### config.mk
export PLATFORM = sky130hd
export DESIGN_NAME = midi_tx_encoder
export DESIGN_NICKNAME = d
export VERILOG_FILES = /design/src/rtl/midi_tx_encoder.sv
export SDC_FILE = /design/constraint.sdc
export NUM_CORES = 1
export LEC_CHECK = 0
export BUFFER_PORTS_ARGS = -buffer_cell sky130_fd_sc_hd__buf_2
export CAP_MARGIN = 40
export CELL_PAD_IN_SITES_DETAIL_PLACEMENT = 0
export CELL_PAD_IN_SITES_GLOBAL_PLACEMENT = 2
export CORE_ASPECT_RATIO = 1.4
export CORE_MARGIN = 1.5
export CORE_UTILIZATION = 48
export CTS_CLUSTER_SIZE = 40
export DETAILED_ROUTE_END_ITERATION = 8
export PLACE_DENSITY = 0.81
export RECOVER_POWER = 25
export SLEW_MARGIN = 20
export SYNTH_ARGS = -nofsm -noshare
export SYNTH_HDL_FRONTEND = slang
export SYNTH_SLANG_ARGS = --single-unit
### constraint.sdc
create_clock -name CLOCK_25 -period 3.8 [get_ports CLOCK_25]
set_input_delay 1.14 -clock CLOCK_25 [delete_from_list [all_inputs] [get_ports CLOCK_25]]
set_output_delay 1.14 -clock CLOCK_25 [all_outputs]
set_load 0.05 [all_outputs]
### src/rtl/midi_tx_encoder.sv
// Outbound MIDI encoder: event FIFO, channel-voice message framing and a 31250-baud UART.
// Optional running status is enabled by defining MIDI_TX_RUNNING_STATUS_EN.
module midi_tx_encoder #(
  parameter int CLK_HZ     = 25000000,
  parameter int BAUD       = 31250,
  parameter int FIFO_DEPTH = 4
) (
  input  logic       CLOCK_25,
  input  logic       reset_reg_N,
  input  logic       ev_valid,
  output logic       ev_ready,
  input  logic [7:0] ev_status,
  input  logic [6:0] ev_data1,
  input  logic [6:0] ev_data2,
  output logic       midi_txd,
  output logic       busy,
  output logic       err
);

  localparam int DIV    = CLK_HZ / BAUD;
  localparam int BAUD_W = (DIV > 1) ? $clog2(DIV) : 1;
  localparam int PTR_W  = $clog2(FIFO_DEPTH);
  localparam int CNT_W  = $clog2(FIFO_DEPTH + 1);

  localparam logic [BAUD_W-1:0] BAUD_LAST = BAUD_W'(DIV - 1);
  localparam logic [CNT_W-1:0]  CNT_FULL  = CNT_W'(FIFO_DEPTH);
  localparam logic [3:0]        STOP_BIT  = 4'd9;

  typedef struct packed {
    logic [7:0] status;
    logic [6:0] d1;
    logic [6:0] d2;
  } entry_t;

  typedef enum logic [2:0] {S_IDLE, S_POP, S_STATUS, S_D1, S_D2} state_t;

  entry_t            mem [FIFO_DEPTH];
  entry_t            head;
  logic [PTR_W-1:0]  wr_ptr, rd_ptr;
  logic [CNT_W-1:0]  count, count_next;
  logic              push, pop;

  state_t            state;
  logic [BAUD_W-1:0] baud_cnt;
  logic [3:0]        bit_cnt;
  logic [8:0]        tx_shift;
  logic [6:0]        cur_d1, cur_d2;
  logic              cur_three;

  logic              head_valid, head_three, skip_status;

  assign push = ev_valid & ev_ready;
  assign pop  = (state == S_POP);
  assign head = mem[rd_ptr];

  assign head_valid = head.status[7] && (head.status[6:4] != 3'b111);
  assign head_three = (head.status[7:4] != 4'hC) && (head.status[7:4] != 4'hD);

  always_comb begin
    // NOTE: default first so every path assigns count_next and no latch is inferred.
    count_next = count;
    case ({push, pop})
      2'b10:   count_next = count + CNT_W'(1);
      2'b01:   count_next = count - CNT_W'(1);
      default: count_next = count;
    endcase
  end

  // NOTE: payload storage has no reset; only pointers and count define FIFO contents.
  always_ff @(posedge CLOCK_25) begin
    if (push) mem[wr_ptr] <= '{status: ev_status, d1: ev_data1, d2: ev_data2};
  end

  // NOTE: sequential state uses non-blocking assignments so all flops update together.
  always_ff @(posedge CLOCK_25 or negedge reset_reg_N) begin
    if (!reset_reg_N) begin
      wr_ptr   <= '0;
      rd_ptr   <= '0;
      count    <= '0;
      ev_ready <= 1'b1;
      busy     <= 1'b0;
    end else begin
      if (push) wr_ptr <= wr_ptr + PTR_W'(1);
      if (pop)  rd_ptr <= rd_ptr + PTR_W'(1);
      count    <= count_next;
      ev_ready <= (count_next < CNT_FULL);
      busy     <= (count != '0) || (state != S_IDLE);
    end
  end

`ifdef MIDI_TX_RUNNING_STATUS_EN
  logic       rs_valid;
  logic [7:0] rs_status;

  assign skip_status = rs_valid && (rs_status == head.status);

  always_ff @(posedge CLOCK_25 or negedge reset_reg_N) begin
    if (!reset_reg_N) begin
      rs_valid  <= 1'b0;
      rs_status <= '0;
    end else if (pop && head_valid && !skip_status) begin
      rs_valid  <= 1'b1;
      rs_status <= head.status;
    end
  end
`else
  assign skip_status = 1'b0;
`endif

  // tx_shift holds the bits still to send after the start bit: data LSB first, then stop.
  always_ff @(posedge CLOCK_25 or negedge reset_reg_N) begin
    if (!reset_reg_N) begin
      state     <= S_IDLE;
      midi_txd  <= 1'b1;
      err       <= 1'b0;
      baud_cnt  <= '0;
      bit_cnt   <= '0;
      tx_shift  <= '1;
      cur_d1    <= '0;
      cur_d2    <= '0;
      cur_three <= 1'b0;
    end else begin
      err <= 1'b0;
      case (state)
        S_IDLE: begin
          if (count != '0) begin
            state <= S_POP;
            err   <= ~head_valid;
          end
        end
        S_POP: begin
          cur_d1    <= head.d1;
          cur_d2    <= head.d2;
          cur_three <= head_three;
          baud_cnt  <= '0;
          bit_cnt   <= '0;
          if (!head_valid) begin
            state <= S_IDLE;
          end else if (skip_status) begin
            state    <= S_D1;
            midi_txd <= 1'b0;
            tx_shift <= {2'b10, head.d1};
          end else begin
            state    <= S_STATUS;
            midi_txd <= 1'b0;
            tx_shift <= {1'b1, head.status};
          end
        end
        default: begin
          if (baud_cnt != BAUD_LAST) begin
            baud_cnt <= baud_cnt + BAUD_W'(1);
          end else begin
            baud_cnt <= '0;
            if (bit_cnt != STOP_BIT) begin
              bit_cnt  <= bit_cnt + 4'd1;
              midi_txd <= tx_shift[0];
              tx_shift <= {1'b1, tx_shift[8:1]};
            end else begin
              // Stop bit done: chain straight into the next byte's start bit.
              bit_cnt <= '0;
              if (state == S_STATUS) begin
                state    <= S_D1;
                midi_txd <= 1'b0;
                tx_shift <= {2'b10, cur_d1};
              end else if (state == S_D1 && cur_three) begin
                state    <= S_D2;
                midi_txd <= 1'b0;
                tx_shift <= {2'b10, cur_d2};
              end else begin
                state    <= S_IDLE;
                midi_txd <= 1'b1;
              end
            end
          end
        end
      endcase
    end
  end

endmodule

==> results_dict.tcl <==
set metrics [dict create \
    grt_pass1_vias 3370 \
    rsz0062_at_grt "no" \
    worstSetupEndpoint "ev_ready" \
    r2r_end "tx_shift[7]" \
    cts_root_buffer "clkbuf_16" \
    drt-initial-drc-count 198 \
    multi_input_area_sq_um 1708 \
    drive_above_1_share 0.2237 \
    post-route-min-period_ps 2387 \
    cts_setup_buffers 0 \
    crit_slowest_cell "dfstp_2" \
    drv_slew 0 \
    outcome "finished clean" \
    die_width_um 95.67 \
    htreeDepth 4 \
    avgViaCountPerCell 5.402 \
    timing.final.crit_share 0.6282 \
    worst-slew-pin-transition_ps 1108 \
    avgSynthCellArea_sq_um 14.99 \
    cp_num_buf_inv 1 \
    ctsResizeCount 0 \
    timing.fmax_ghz 0.4189 \
    drc_errors 0 \
    cts_sinks 139 \
    final_nets 459 \
    grt_overflow 0 \
    clock_skew_ps 4.980 \
    diodes 0 \
    clock_latency_ps 410 \
    layout.cells.most_common_list "edfxtp_1, nand2_1, dfrtp_1, mux4_2, nor2_1" \
    crit_type "flop to output port" \
    startpoint "ev_ready" \
    numCtsBuffers 17 \
    cts_hold_buf 0 \
    cts.path.max_buffers 2 \
    grtUsageTotal 0.1858 \
    synth_ff_type "edfxtp_1" \
    fill_cells 946 \
    reg2reg_depth 5 \
    p_leak_nw 2.546 \
    ys_ff_latch 139 \
    slew_headroom 0.2612 \
    ios 29 \
    syn_inst 385 \
    synth-seq-area-share 0.6813 \
    port_buffers 28 \
    syn_nets 419 \
    endpoint_kind "output port" \
    max_stage_delay_ps 570 \
    r2r-start "rd_ptr[0]" \
    postPlaceCellArea_sq_um 6098 \
    ys_async_sr_fraction 0.3669 \
    start_kind "flop" \
    ir_drop_uv 439.4 \
    die_h_um 132.7 \
    dieArea_sq_um 12700 \
    grt_max_degree 33 \
    gp_congestion 0.7573 \
    antenna_found_initial 0 \
    fin_tns_setup_ps 0 \
    setup_violations 0 \
    synth_top_area_share 0.4579 \
    synth_edf_count 88 \
    power_density_nw_per_um2 831.2 \
    hold_path.class "flop to flop" \
    ys_types 46 \
    stdcell_area_sq_um 6693 \
    yosys_warnings 0 \
    drv_cap 0 \
    grt_first_pass_wirelength_um 17190 \
    wirelength_um 10460 \
    drtPass1Iterations 5 \
    dp_hpwl_um 6788 \
    crit_cells 1 \
    area_growth_pct 15.98 \
    cp_max_fo 6 \
    rows 47 \
    worstPathArrival_ps 1250 \
    seqCellArea_sq_um 3931 \
    cp_top_family "flip-flops" \
    clkTransAtPathRegs_ps 60 \
    coreArea_sq_um 11760 \
    final_antenna_net_count 0 \
    synth_top_cell_by_area "edfxtp_1" \
    synth.area.top_cells "edfxtp_1, dfrtp_1, mux4_2" \
    cts_tree "yes" \
    rrSetupSlack_ps 1450 \
    netlist_area_sq_um 5771 \
    routed-via-count 3160 \
    worst_ep_required_time_ps 2660 \
    post_drt_wl_per_cell_um 17.88 \
    path_cells "buf_2" \
    final_common_cell "edfxtp_1" \
    hold_viol_final 0 \
    start_util 0.4906 \
]
==> how the worst min path moves through the flow <==
stage | depth (start not counted) | from | to | slack (ps)
floorplan | 2 | tx_shift[0] | tx_shift[0] | 440
global placement | 2 | tx_shift[3] | tx_shift[3] | 460
detailed placement | 2 | tx_shift[1] | tx_shift[1] | 460
CTS | 2 | tx_shift[5] | tx_shift[5] | 470
global route | 2 | tx_shift[1] | tx_shift[1] | 490
finish | 2 | tx_shift[6] | tx_shift[6] | 470
==> cells by family after synthesis <==
family	share of synthesized area
AOI/OAI and AO/OA	0.05009
xor gates and xnor gates	0.01670
adders and majority gates	0.02082
buffers and inverters	0.02277
DFF	0.6813
muxes	0.1203
and+or+nand+nor	0.08804
==> cell usage after synthesis, types with 2 or more instances <==
library cell,count
clkbuf_1,10
a211oi_1,8
mux2_2,3
xnor2_1,7
edfxtp_1,88
nand3_1,8
nor3b_1,2
o41ai_1,3
nand2_1,56
buf_2,3
o21ai_1,6
nor2_1,21
a21oi_1,8
dfstp_2,10
ha_1,8
o21ai_0,7
nor3_1,4
o31ai_1,3
a21oi_2,2
buf_1,4
nand4_1,3
dfrtp_1,41
xor2_1,4
inv_1,13
mux2i_1,15
mux4_2,22
and3_1,6
a21o_1,2
==> registers in the layout (all words and copies together) (netlist names), 2 cells and up, named ones only <==
register / cells
mem: 88
baud_cnt: 10
tx_shift: 8
cur_d1: 7
cur_d2: 7
bit_cnt: 4
state: 3
count: 2
rd_ptr: 2
wr_ptr: 2
==> routing by layer <==
layer | routed length [um] | GRT usage | share of wire
met3 | 217 | 0.04540 | 0.021
met2 | 5875 | 0.3384 | 0.56
met5 | 0 | 0 | 0
met1 | 4281 | 0.2093 | 0.41
met4 | 85 | 0.05474 | 0.0081
==> stage by stage <==
step / hold slack, ps / instances / power [W] / utilization / setup WS, ps
CTS: 471.6 / 585 / 0.005660 / 0.5707 / 1387
floorplan: 444.4 / 385 / 0.003506 / - / 1207
global route: 486.9 / 585 / 0.005912 / 0.5690 / 1240
finish: 468.7 / 585 / 0.005563 / 0.5690 / 1413
detailed placement: 459.2 / 553 / 0.003956 / 0.5185 / 1181
global placement: 456.0 / 553 / 0.003926 / 0.5185 / 1265
==> cell type report <==
class	instances	share of cell area
timing repair buffer	39	0.03029
multi-input combinational	214	0.2552
inverter	14	0.007852
sequential	139	0.5874
clock buffer	17	0.06356
clock inverter	15	0.02823
tap	147	0.02748
==> where the power goes <==
| group | internal [W] | switching (W) | leakage (nW) |
|---|---|---|---|
| registers | 0.00201 | 0.000209 | 1.42 |
| clock network | 0.00105 | 0.000638 | 0.306 |
| logic | 0.000695 | 0.000961 | 0.819 |
| total | 0.00376 | 0.00181 | 2.55 |
Note: power is estimated with default switching activity, not from simulation.
